## src/rtl/fcmp_pipe.sv

```systemverilog
// ---------------------------------------------------------------------------
// fcmp_pipe
//
// Two-stage pipelined compare/select unit for single-precision operands.
// Each accepted request computes feq, flt, fle, fmin or fmax and returns the
// result tagged with the tag that came in with the request.
//
// Ordering follows the FPU-wide compare semantics. Operands with a zero
// exponent are flushed to +0. NaNs get no special treatment: they order by
// their bit patterns like any other value.
//
// Ports
//   i_clk        clock, all state changes on the rising edge
//   i_rstn       synchronous active-low reset
//   i_in_valid   request present
//   o_in_ready   stage can take the request this cycle
//   i_in_op      000 feq, 001 flt, 010 fle, 011 fmin, 100 fmax, others -> y=0
//   i_in_x1/x2   binary32 operands
//   i_in_tag     opaque request tag
//   o_out_valid  result present
//   i_out_ready  consumer takes the result this cycle
//   o_out_y      result word
//   o_out_tag    tag belonging to o_out_y
// ---------------------------------------------------------------------------
module fcmp_pipe #(
    parameter int TAG_W = 4
) (
    input  logic             i_clk,
    input  logic             i_rstn,
    input  logic             i_in_valid,
    output logic             o_in_ready,
    input  logic [2:0]       i_in_op,
    input  logic [31:0]      i_in_x1,
    input  logic [31:0]      i_in_x2,
    input  logic [TAG_W-1:0] i_in_tag,
    output logic             o_out_valid,
    input  logic             i_out_ready,
    output logic [31:0]      o_out_y,
    output logic [TAG_W-1:0] o_out_tag
);

    localparam logic [2:0] OP_FEQ  = 3'b000;
    localparam logic [2:0] OP_FLT  = 3'b001;
    localparam logic [2:0] OP_FLE  = 3'b010;
    localparam logic [2:0] OP_FMIN = 3'b011;
    localparam logic [2:0] OP_FMAX = 3'b100;

    // Maps a binary32 value onto an unsigned key whose integer order matches
    // the numeric order. Positives get the top bit set and keep their
    // magnitude; negatives have the top bit clear and an inverted magnitude,
    // so larger magnitudes sort lower. A zero exponent collapses to the +0 key.
    function automatic logic [31:0] orderKey(input logic [31:0] x);
        logic       w_zero;
        logic       w_s;
        logic [7:0] w_e;
        logic [22:0] w_m;
        w_zero = (x[30:23] == 8'd0);
        w_s    = w_zero ? 1'b1 : ~x[31];
        w_e    = w_s ? x[30:23] : ~x[30:23];
        w_m    = w_zero ? 23'd0 : (w_s ? x[22:0] : ~x[22:0]);
        return {w_s, w_e, w_m};
    endfunction

    // Stage 1 registers
    logic             r_s1_valid;
    logic [2:0]       r_s1_op;
    logic [TAG_W-1:0] r_s1_tag;
    logic [31:0]      r_s1_x1;
    logic [31:0]      r_s1_x2;
    logic [31:0]      r_s1_key1;
    logic [31:0]      r_s1_key2;

    // Stage 2 registers
    logic             r_s2_valid;
    logic [31:0]      r_s2_y;
    logic [TAG_W-1:0] r_s2_tag;

    logic             w_s2_load;
    logic             w_in_ready;
    logic             w_accept;
    logic             w_eq;
    logic             w_lt;
    logic [31:0]      w_s1_y;

    // Stage 2 takes over stage 1 when it is empty or its own result leaves
    // this cycle; stage 1 can refill whenever it is empty or draining. This
    // is what lets a full pipe accept again in the same cycle out_ready rises.
    assign w_s2_load  = r_s1_valid & (~r_s2_valid | i_out_ready);
    assign w_in_ready = ~r_s1_valid | w_s2_load;
    assign w_accept   = i_in_valid & w_in_ready;

    assign w_eq = (r_s1_key1 == r_s1_key2);
    assign w_lt = (r_s1_key1 <  r_s1_key2);

    // Result selection from the stage 1 keys. fmax uses "not less than" so
    // that equal keys pick x1, matching fmin which also picks x1 on a tie.
    always_comb begin
        w_s1_y = 32'd0;
        case (r_s1_op)
            OP_FEQ:  w_s1_y = {31'd0, w_eq};
            OP_FLT:  w_s1_y = {31'd0, w_lt};
            OP_FLE:  w_s1_y = {31'd0, w_lt | w_eq};
            OP_FMIN: w_s1_y = (w_lt | w_eq) ? r_s1_x1 : r_s1_x2;
            OP_FMAX: w_s1_y = (~w_lt) ? r_s1_x1 : r_s1_x2;
            default: w_s1_y = 32'd0;
        endcase
    end

    // Stage 1: capture the request together with both precomputed keys.
    // Holds all contents while stage 2 is stalled.
    always_ff @(posedge i_clk) begin
        if (!i_rstn) begin
            r_s1_valid <= 1'b0;
            r_s1_op    <= 3'd0;
            r_s1_tag   <= '0;
            r_s1_x1    <= 32'd0;
            r_s1_x2    <= 32'd0;
            r_s1_key1  <= 32'd0;
            r_s1_key2  <= 32'd0;
        end else begin
            if (w_accept) begin
                r_s1_valid <= 1'b1;
                r_s1_op    <= i_in_op;
                r_s1_tag   <= i_in_tag;
                r_s1_x1    <= i_in_x1;
                r_s1_x2    <= i_in_x2;
                r_s1_key1  <= orderKey(i_in_x1);
                r_s1_key2  <= orderKey(i_in_x2);
            end else if (w_s2_load) begin
                r_s1_valid <= 1'b0;
            end
        end
    end

    // Stage 2: output register. Data only changes on a load, so a stalled
    // result and an emptied stage both keep their last word and tag.
    always_ff @(posedge i_clk) begin
        if (!i_rstn) begin
            r_s2_valid <= 1'b0;
            r_s2_y     <= 32'd0;
            r_s2_tag   <= '0;
        end else begin
            if (w_s2_load) begin
                r_s2_valid <= 1'b1;
                r_s2_y     <= w_s1_y;
                r_s2_tag   <= r_s1_tag;
            end else if (i_out_ready) begin
                r_s2_valid <= 1'b0;
            end
        end
    end

    assign o_in_ready  = w_in_ready;
    assign o_out_valid = r_s2_valid;
    assign o_out_y     = r_s2_y;
    assign o_out_tag   = r_s2_tag;

endmodule
```

## config.mk

```make
export PLATFORM = sky130hd
export DESIGN_NAME = fcmp_pipe
export DESIGN_NICKNAME = d
export VERILOG_FILES = /design/src/rtl/fcmp_pipe.sv
export SDC_FILE = /design/constraint.sdc
export NUM_CORES = 1
export LEC_CHECK = 0
export BUFFER_PORTS_ARGS = -buffer_cell sky130_fd_sc_hd__buf_4
export CAP_MARGIN = 5
export CORE_UTILIZATION = 40
export DETAILED_ROUTE_END_ITERATION = 8
export PLACE_DENSITY = 0.56
export SLEW_MARGIN = 0
export SYNTH_ARGS = -nofsm -noshare
export SYNTH_HDL_FRONTEND = slang
export SYNTH_SLANG_ARGS = --single-unit
```

## constraint.sdc

```tcl
create_clock -name i_clk -period 4.65 [get_ports i_clk]
set_clock_uncertainty 0.2 [all_clocks]
set_input_delay 0.93 -clock i_clk [delete_from_list [all_inputs] [get_ports i_clk]]
set_output_delay 0.93 -clock i_clk [all_outputs]
set_load 0.01 [all_outputs]
```

; After elaboration in Yosys (flattened, before gate mapping)
; Index checks and enable logic that the tools add are counted.
[word_totals]
register_bits = 173
in_bits = 75
output_inout_bits = 38
wordCells = 49
[classes]
n_lt_le_gt_ge = 1
n_eq_ne = 5
muxes = 15
bitwise_logic = 13
reduce_logical = 5
[op_table]
columns = op, n
row1 = case mux 32 bit (5 select lines), 1
row2 = two-way mux 23 bit, 4
row3 = two-way mux 32 bit, 2
row4 = inverter 23 bit, 2
row5 = equality test 32 bit, 1
row6 = < comparator 32 bit, 1
row7 = logical NOT 8 bit, 2
row8 = two-way mux 8 bit, 2
row9 = inverter 8 bit, 2
row10 = equality test 3 x 2 -> 1 bit (second input constant), 2
row11 = two-way mux 1 bit, 6
row12 = inverter 1 bit, 4
row13 = nonzero test 2 bit, 2
row14 = equality test 3 x 1 -> 1 bit (second input constant), 1
row15 = equality test 3 bit (second input constant), 1
row16 = logical NOT 3 bit, 1
row17 = OR 1 bit, 3
row18 = AND 1 bit, 2

; Depth between registers and ports, before layout
; Gate-level depths: netlist of the first run.
[depth]
word_depth = 6
mapped_depth = 10
mapped_depth_nobuf = 9

; Worst setup path after synthesis of the first run
; OpenSTA, ideal clock, no wires.
[synth_timing]
kind = input port to flip-flop
from = input i_in_x1[27]
to = register r_s1_key1[27]
setup_ns = 0.116
arrival_time_ns = 2.279
t_required_ns = 4.334
slack_ns = 2.055
path_stages = 5
path_buffers = 0
cell_sequence = or4_1 > o21ai_1 > xor2_1 > nand2_1 > o211a_1
[synth_between]
elab_chain_cells = 3
word_cells_on_any_way = 4
classes_between = mux: 2 / bitwise: 1 / reduce/logical: 1
[synth_lines]
columns = item, line_no
row1 = "start, declared", 33  ; input logic [31:0] i_in_x1,
row2 = logical NOT 8 bit, 57  ; w_zero = (x[30:23] == 8'd0);
row3 = two-way mux 1 bit, 58  ; w_s = w_zero ? 1'b1 : ~x[31];
row4 = two-way mux 8 bit (*), 59  ; w_e = w_s ? x[30:23] : ~x[30:23];
row5 = "end signal, assigned", 127  ; r_s1_key1 <= orderKey(i_in_x1);
row6 = "end, declared", 70  ; logic [31:0] r_s1_key1;
; Every way passes the cells marked *; elsewhere a longest branch is shown, timed or not.
; A chain may end at the register's enable or synchronous reset.

; Worst setup path after layout of the first run
[layout_timing]
from = register r_s1_key2[14]
to = register r_s2_y[31] (netlist: o_out_y[31])
[layout_between]
elab_chain_cells = 4
word_cells_on_any_way = 6
classes_between = order compare: 1 / eq/ne: 1 / mux: 3 / bitwise: 1
[layout_lines]
columns = item, line_no
row1 = "start, declared", 71  ; logic [31:0] r_s1_key2;
row2 = "start signal, assigned", 128  ; r_s1_key2 <= orderKey(i_in_x2);
row3 = < comparator 32 bit or equality test 32 bit (tied branches), "93, 92"
row4 = OR 1 bit, 103  ; OP_FMIN: w_s1_y = (w_lt | w_eq) ? r_s1_x1 : r_s1_x2;
row5 = two-way mux 32 bit, 103
row6 = case mux 32 bit (5 select lines) (*), 99  ; case (r_s1_op)
row7 = "end signal, assigned", 145  ; r_s2_y <= w_s1_y;
row8 = "end, declared", 75  ; logic [31:0] r_s2_y;
; Marks and branches as above.

==> impl_metrics.json, run 1 <==
{
  "status": "finished clean",
  "finalHoldViolCount": 0,
  "clockRootBuffer": "clkbuf_16",
  "cp.required_ps": 4790,
  "cts_made_buffers": 17,
  "r2r-start": "r_s1_key2[14]$_SDFFE_PN0P_",
  "cp_max_fo": 18,
  "dpl_cell_area_sq_mm": 0.00900,
  "synth_compound_area_share_pct": 23.2,
  "drive_gt1_share_pct": 15.5,
  "gp_congestion": 0.802,
  "async_flop_share_pct": 0,
  "dp.cells": 1300,
  "min_delay_path_depth": 2,
  "yosysSeqAreaShare_pct": 43.6,
  "diodes": 0,
  "instances_no_fill": 1332,
  "synth_nets": 1091,
  "holdPathEnd": "r_s1_x1[31]$_SDFFE_PN0P_",
  "post_cts_buffers": 0,
  "via_per_inst": 5.29,
  "yosys.area_share.simple_pct": 15.4,
  "seqPwrFrac_pct": 45.7,
  "p_leak_nw": 3.88,
  "crit_type": "reg -> reg",
  "muxShareOfSynthArea_pct": 1.13,
  "synth_edf_count": 0,
  "drt_iter0_markers": 438,
  "synth_top_family_by_area": "compound AO/OA/AOI/OAI gates",
  "reg2regPathDepth": 10,
  "chipHeight_um": 143,
  "io_buffers": 112,
  "n_fill_cell": 1977,
  "setup_viol_count_final": 0,
  "ir_drop_uv": 273,
  "area_growth_syn_to_layout_pct": 20.7,
  "pwr_density_cell_mw_per_mm2": 367,
  "internal_power_w": 0.00256,
  "cts_sinks": 173,
  "swShare_pct": 27.2,
  "grt_pass1_wl_mm": 36.5,
  "hold_buffers": 0,
  "slew_headroom_pct": 39.2,
  "wl_per_cell_um": 17.1,
  "final_area_sq_mm": 0.00959,
  "min_period_ps": 3280,
  "clkLatencyLatePin_ps": 440,
  "pwr-share-comb_pct": 13.6,
  "place_hpwl_mm": 14.8,
  "synth_ff_type": "dfxtp_1",
  "finalSetupTns_ps": 0,
  "vias": 7051,
  "clkTransAtPathRegs_ps": 70,
  "syn_area_sq_mm": 0.00794,
  "initial_core_util_pct": 40.8,
  "die_w_um": 143,
  "dp_slack_ps": 1410,
  "path_cells": "inv_1, ha_1, a21oi_1, nand2_1, a221o_1, o31a_1, nor3b_4, buf_12, o21ai_0, a311oi_1",
  "setup_slack_ps": 1370,
  "synthAdderAreaFrac_pct": 5.04,
  "drc_errors": 0,
  "layout_commonest_cell": "nand2_1",
  "grt_pass1_vias": 6869,
  "worstPathArrival_ps": 3420,
  "ys_ff_latch": 173,
  "cpPeakStageDelay_ps": 710,
  "cts_resized": 0,
  "first_pass_iters": 5,
  "crit_slowest_cell": "nor3b_4",
  "postLayoutCoreUtil_pct": 49.3,
  "drv_slew": 0,
  "clockBufferDepth": 2,
  "wl_mm": 22.7,
  "postRouteAntennaNets": 0,
  "antenna_found_initial": 0,
  "worstMarginPinSlew_ps": 906,
  "die_area_sq_mm": 0.0204,
  "fin_crit_sh_pct": 70.6,
  "rsz0062_at_grt": "no",
  "io_pins": 113,
  "synthDistinctLibCells": 41,
  "core_sq_mm": 0.0195,
  "start_kind": "flip-flop",
  "r2r_end": "o_out_y[31]$_SDFFE_PN0P_",
  "grt_usage_pct": 23.3,
  "critPathCaptureType": "flip-flop",
  "syn_inst": 984,
  "syn_area_per_cell_sq_um": 8.07,
  "grt_max_degree": 79,
  "cts_tree": "yes",
  "max_cap_violations": 0,
  "ys_warn_count": 0,
  "final_nets": 1161,
  "grt-ovfl-total": 0,
  "hp-class": "reg -> reg",
  "switchingPower_w": 0.000958,
  "hold_start": "r_s1_x1[31]$_SDFFE_PN0P_",
  "layout_common_cells": "191 x nand2_1, 173 x dfxtp_1, 122 x buf_4",
  "htree_levels": 4,
  "row_count": 51,
  "clockPowerShare_pct": 40.8,
  "regToRegSetupSlack_ps": 1370,
  "synthXorXnorAreaFrac_pct": 6.29,
  "clock.fmax_mhz": 305
}
[how the worst max path moves through the flow]
stage                          startpoint                         end  slack, ps  cells after the start
2_1_floorplan                 i_in_x1[27]  r_s1_key1[27]$_SDFFE_PN0P_       2060                      5
3_3_place_gp    r_s1_key2[5]$_SDFFE_PN0P_    o_out_y[31]$_SDFFE_PN0P_       1480                     10
3_5_place_dp    r_s1_key2[5]$_SDFFE_PN0P_    o_out_y[21]$_SDFFE_PN0P_       1410                     10
4_1_cts         r_s1_key2[5]$_SDFFE_PN0P_    o_out_y[21]$_SDFFE_PN0P_       1410                     10
5_1_grt        r_s1_key2[19]$_SDFFE_PN0P_    o_out_y[31]$_SDFFE_PN0P_       1100                     10
6_report       r_s1_key2[14]$_SDFFE_PN0P_    o_out_y[31]$_SDFFE_PN0P_       1370                     10
[final cells by class]
cell class	count	area, sq um	share of cell area, %
clock buffers	19	443	4.62
clock inverters	13	139	1.45
inverters	35	134	1.40
multi-input cells	702	4100	42.8
flip-flops and latches	173	3460	36.1
well taps	265	332	3.46
repair buffers	125	976	10.2
[per-stage QoR]
| stage | hold slack, ps | power, W |
|---|---|---|
| floorplan | 233 | 0.00193 |
| global placement | 241 | 0.00212 |
| detailed placement | 244 | 0.00212 |
| CTS | 255 | 0.00355 |
| global route | 273 | 0.00368 |
| finish | 252 | 0.00352 |
[power by group through the flow]
stage	sequential, W	clock [W]	combinational (W)
final	0.00161	0.00144	0.000477
after CTS	0.00161	0.00146	0.000482
after detailed placement	0.00164	0	0.000479
after global placement	0.00164	0	0.000477
after floorplan	0.00163	0	0.000310
after global routing	0.00162	0.00152	0.000541
[cell usage after synthesis, types with 4 or more instances]
cell type / instances / area share, %
nand4_1: 6 / 0.47
dfxtp_1: 173 / 44
inv_1: 34 / 1.6
ha_1: 32 / 5.0
a311oi_1: 31 / 3.4
nor2_1: 81 / 3.8
mux2i_1: 9 / 1.1
or4_1: 4 / 0.38
a21boi_0: 7 / 0.66
a22oi_1: 47 / 4.4
buf_2: 6 / 0.38
o21ai_0: 26 / 1.6
o21ai_1: 45 / 2.8
a211oi_1: 12 / 1.1
o211a_1: 5 / 0.63
xor2_1: 57 / 6.3
clkbuf_1: 57 / 2.7
nor2b_1: 4 / 0.32
a21oi_1: 113 / 7.1
nand2_1: 192 / 9.1
nand3_1: 6 / 0.38
buf_1: 8 / 0.38
[sequential cells by signal, summed over array words and instances, names as in the netlist]
signal and flops:
o_out_y 32, r_s1_key1 32, r_s1_key2 32, r_s1_x1 32, r_s1_x2 32, o_out_tag 4
r_s1_tag 4, r_s1_op 3, o_out_valid 1, r_s1_valid 1
[metal layers]
| layer | GRT usage [%] | vias up | wire, um |
|---|---|---|---|
| met3 | 4.39 | 27 | 851 |
| met5 | 0 | - | 0 |
| li1 | - | 3549 | - |
| met2 | 38.7 | 140 | 10900 |
| met1 | 30.1 | 3335 | 10600 |
| met4 | 8.21 | 0 | 438 |
[kinds of logic (layout without fill, tap and decap cells)]
group                    Yosys count  in the layout
adder cells (fa/ha/maj)           32             32
multiplexers                       9              9
flip-flops                       173            173
buffers and inverters            109            192
XOR/XNOR                          57             57
AND/OR/NAND/NOR                  305            305
AO/OA/AOI/OAI                    299            299
[critical path: cells and delay by family, from the launching register on]
family	cells	cell delay, ps
buffers and inverters	2	290
flip-flops	1	330
adder cells (fa/ha/maj)	1	290
AND/OR/NAND/NOR	2	780
AO/OA/AOI/OAI	5	1290
No activity file was read; power rests on OpenSTA's default activity.
==> inputs of run 2 (changes only) <==
clock period = 3.3 ns   (was 4.65 ns; I/O delays follow)
==> run 2 against run 1 <==
- sequential power rose by 40%
- via count increased by 1.9%
- register-to-register slack got worse by 1000 ps
- global-route usage is 0.28 points higher
- hold slack worse by 0.62 ps
- clock power is 44% higher
- critical path type unchanged
- highest routed layer unchanged
==> impl_metrics.json, run 2 (synthesis results as in run 1) <==
{
  "cp.required_ps": 3430,
  "clock.fmax_mhz": 338,
  "cpPeakStageDelay_ps": 500,
  "dpl_cell_area_sq_mm": 0.00914,
  "place_hpwl_mm": 15.3,
  "fin_crit_sh_pct": 89.7,
  "clockRootBuffer": "clkbuf_16",
  "max_cap_violations": 0,
  "vias": 7183,
  "path_cells": "inv_1, ha_1, nand4_1, nor4_1, a21boi_1, o31ai_1, buf_4, a21oi_2, buf_12, o21ai_0, a311oi_1",
  "crit_family": "compound AO/OA/AOI/OAI gates",
  "htree_levels": 4,
  "cts_tree": "yes",
  "final_area_sq_mm": 0.00973,
  "clkTransAtPathRegs_ps": 60,
  "drt_iter0_markers": 435,
  "io_buffers": 112,
  "critPathCaptureType": "flip-flop",
  "postLayoutCoreUtil_pct": 50.0,
  "antenna_found_initial": 0,
  "hp-class": "reg -> reg",
  "diodes": 0,
  "finalSetupTns_ps": 0,
  "crit_slowest_cell": "nor4_1",
  "wl_per_cell_um": 17.3,
  "area_growth_syn_to_layout_pct": 22.6,
  "pwr_density_cell_mw_per_mm2": 517,
  "wl_mm": 23.2,
  "grt_max_degree": 77,
  "postRouteAntennaNets": 0,
  "hold_buffers": 0,
  "p_leak_nw": 3.94,
  "n_fill_cell": 1979,
  "row_count": 51,
  "layout_commonest_cell": "nand2_1",
  "start_kind": "flip-flop",
  "worstMarginPinSlew_ps": 634,
  "ir_drop_uv": 348,
  "status": "finished clean",
  "cts_sinks": 173,
  "crit_type": "reg -> reg",
  "core_sq_mm": 0.0195,
  "die_area_sq_mm": 0.0204,
  "cts_made_buffers": 17,
  "slew_headroom_pct": 57.8,
  "initial_core_util_pct": 40.8,
  "rsz0062_at_grt": "no",
  "chipHeight_um": 143,
  "die_w_um": 143,
  "setup_viol_count_final": 0,
  "drc_errors": 0,
  "drv_slew": 0,
  "critPathBufInv": 3,
  "layout_common_cells": "191 x nand2_1, 173 x dfxtp_1, 126 x buf_4",
  "grt-ovfl-total": 0,
  "post_cts_buffers": 0,
  "min_period_ps": 2960,
  "gp_congestion": 0.803,
  "cts_resized": 0,
  "regToRegSetupSlack_ps": 340,
  "grt_usage_pct": 23.6,
  "grt_pass1_wl_mm": 36.7,
  "drive_gt1_share_pct": 16.1,
  "first_pass_iters": 5,
  "via_per_inst": 5.36,
  "clkLatencyLatePin_ps": 430,
  "grt_pass1_vias": 6818,
  "clockBufferDepth": 2,
  "final_nets": 1170,
  "finalHoldViolCount": 0,
  "worstPathArrival_ps": 3100,
  "io_pins": 113,
  "cp_max_fo": 31
}
run 2: changes by cell type in the layout (fill, tap and decap cells not counted):
cell and change:
buf_12 +5, buf_4 +4, clkinv_4 -2, inv_6 -2, bufinv_16 +1, clkbuf_8 +1, clkinvlp_4 +1
run 2: layer usage:
layer | up-vias | global-route usage [%] | part of all wire, %
met4 | 0 | 8.04 | 2.1
met2 | 181 | 39.3 | 48
li1 | 3555 | - | -
met5 | - | 0 | 0
met1 | 3420 | 30.5 | 46
met3 | 27 | 4.39 | 4.1
run 2: worst paths after layout:
kind / startpoint / to / cells past startpoint
max: r_s1_key2[15]$_SDFFE_PN0P_ / o_out_y[11]$_SDFFE_PN0P_ / 11
min: r_s1_x1[18]$_SDFFE_PN0P_ / r_s1_x1[18]$_SDFFE_PN0P_ / 2
max reg2reg: r_s1_key2[15]$_SDFFE_PN0P_ / o_out_y[11]$_SDFFE_PN0P_ / 11
min reg2reg: r_s1_x1[18]$_SDFFE_PN0P_ / r_s1_x1[18]$_SDFFE_PN0P_ / 2
run 2: stage by stage:
step / hold WS (ps) / worst slack, ps / power [W] / std cells
2_1_floorplan: 233 / 763 / 0.00273 / 984
3_3_place_gp: 240 / 388 / 0.00300 / 1309
3_5_place_dp: 243 / 360 / 0.00301 / 1309
4_1_cts: 252 / 351 / 0.00507 / 1340
5_1_grt: 268 / 72.5 / 0.00526 / 1340
6_report: 251 / 339 / 0.00503 / 1340
run 2: power by group:
part | switching, W | internal (W)
clock network | 0.000847 | 0.00122
logic | 0.000412 | 0.000285
registers | 0.0000646 | 0.00220
run 2: worst reg2reg max path, stage by stage (launching register included):
cell and delay, ps:
dfxtp_1 330, inv_1 50, ha_1 290, nand4_1 150
nor4_1 500, a21boi_1 270, o31ai_1 80, buf_4 170
a21oi_2 220, buf_12 230, o21ai_0 120, a311oi_1 270
run 2: cell type report:
cell class / count / area [sq um] / area share, %
Multi-Input combinational cell: 702 / 4100 / 42.1
Sequential cell: 173 / 3460 / 35.6
Timing Repair Buffer: 134 / 1110 / 11.4
Clock buffer: 20 / 457 / 4.69
Tap cell: 265 / 332 / 3.41
Clock inverter: 11 / 141 / 1.45
Inverter: 35 / 134 / 1.38
==> inputs of run 3 (changes only) <==
CTS_BUF_LIST = sky130_fd_sc_hd__clkbuf_8   (was not set)
==> run 3 against run 2 <==
- total power fell by 10%
- maximum frequency rose by 0.54%
- first-iteration DRC count fell by 9.9%
- sequential cell count did not move
- die area did not move
==> impl_metrics.json, run 3 (synthesis results as in run 1) <==
{
  "hp-class": "in -> reg",
  "start_kind": "flip-flop",
  "crit_type": "reg -> reg",
  "first_pass_iters": 5,
  "antenna_found_initial": 0,
  "cpPeakStageDelay_ps": 490,
  "drc_errors": 0,
  "die_area_sq_mm": 0.0204,
  "gp_congestion": 0.803,
  "cts_made_buffers": 17,
  "drive_gt1_share_pct": 16.1,
  "postLayoutCoreUtil_pct": 49.0,
  "cts_sinks": 173,
  "status": "finished clean",
  "clockRootBuffer": "clkbuf_8",
  "vias": 7135,
  "slew_headroom_pct": 57.8,
  "setup_viol_count_final": 0,
  "grt_max_degree": 77,
  "fin_crit_sh_pct": 89.2,
  "htree_levels": 4,
  "io_buffers": 112,
  "pwr_density_cell_mw_per_mm2": 474,
  "setup_slack_ps": 355,
  "seqCellArea_sq_mm": 0.00346,
  "cp_max_fo": 31,
  "crit_slowest_cell": "nor4_1",
  "finalSetupTns_ps": 0,
  "wl_per_cell_um": 17.2,
  "diodes": 0,
  "grt_usage_pct": 23.4,
  "clkLatencyLatePin_ps": 470,
  "instances_no_fill": 1340,
  "post_cts_buffers": 0,
  "area_growth_syn_to_layout_pct": 20.2,
  "final_nets": 1170,
  "grt_pass1_vias": 6781,
  "min_period_ps": 2950,
  "clock.fmax_mhz": 340,
  "dpl_cell_area_sq_mm": 0.00914,
  "core_sq_mm": 0.0195,
  "place_hpwl_mm": 15.3,
  "p_leak_nw": 3.86,
  "path_cells": "inv_1, ha_1, nand4_1, nor4_1, a21boi_1, o31ai_1, buf_4, a21oi_2, buf_12, o21ai_0, a311oi_1",
  "row_count": 51,
  "worstMarginPinSlew_ps": 633,
  "drv_slew": 0,
  "clockBufferDepth": 2,
  "finalHoldViolCount": 0,
  "cts_resized": 0,
  "layout_common_cells": "191 x nand2_1, 173 x dfxtp_1, 126 x buf_4",
  "layout_commonest_cell": "nand2_1",
  "grt_pass1_wl_mm": 36.6,
  "wl_mm": 23.1,
  "cp.required_ps": 3480,
  "chipHeight_um": 143,
  "postRouteAntennaNets": 0,
  "hold_buffers": 0,
  "critPathCaptureType": "flip-flop",
  "multi_input_area_sq_mm": 0.00410,
  "grt-ovfl-total": 0,
  "die_w_um": 143,
  "clkTransAtPathRegs_ps": 100,
  "worstPathArrival_ps": 3120,
  "initial_core_util_pct": 40.8,
  "io_pins": 113,
  "n_fill_cell": 1990,
  "dp.cells": 1309,
  "drt_iter0_markers": 392,
  "dp_slack_ps": 360,
  "max_cap_violations": 0,
  "final_area_sq_mm": 0.00954,
  "ir_drop_uv": 230,
  "via_per_inst": 5.32,
  "cts_tree": "yes",
  "rsz0062_at_grt": "no"
}
-- run 3: stage by stage --
step,power [W],hold WS [ps]
after floorplan,0.00273,233
final,0.00452,222
after global placement,0.00300,240
after CTS,0.00456,211
after global routing,0.00475,226
after detailed placement,0.00301,243
-- run 3: path summary, 6_finish.rpt --
kind,start,to,slack [ps],depth (start not counted)
min,i_in_tag[1],r_s1_tag[1]$_SDFFE_PN0P_,220,3
max reg2reg,r_s1_key2[15]$_SDFFE_PN0P_,o_out_y[4]$_SDFFE_PN0P_,350,11
min reg2reg,r_s1_x1[18]$_SDFFE_PN0P_,r_s1_x1[18]$_SDFFE_PN0P_,250,2
max,r_s1_key2[15]$_SDFFE_PN0P_,o_out_y[4]$_SDFFE_PN0P_,350,11
-- run 3: worst max-delay path, delay by kind of cell (launching register included) --
kind                       cells  cell delay [ps]
and+or+nand+nor                2              640
buffers and inverters          3              450
AOI/OAI and AO/OA              5              940
adders and majority gates      1              290
DFF                            1              340
-- run 3: power by group --
group | leakage, nW | internal, W | switching, W | total (W)
sequential | 1.42 | 0.00220 | 0.0000639 | 0.00226
combinational | 2.23 | 0.000285 | 0.000410 | 0.000695
clock | 0.205 | 0.000778 | 0.000790 | 0.00157
-- run 3: layout make-up --
type	instances	share of cell area, %
Tap cell	265	3.47
Multi-Input combinational cell	702	43.0
Inverter	35	1.40
Clock buffer	19	2.74
Timing Repair Buffer	134	11.6
Clock inverter	12	1.52
Sequential cell	173	36.3
-- run 3: routing by layer --
metal | global-route usage (%) | wire, um
met5 | 0 | 0
met4 | 7.13 | 357
met3 | 3.35 | 955
met2 | 39.3 | 11100
met1 | 31.0 | 10700
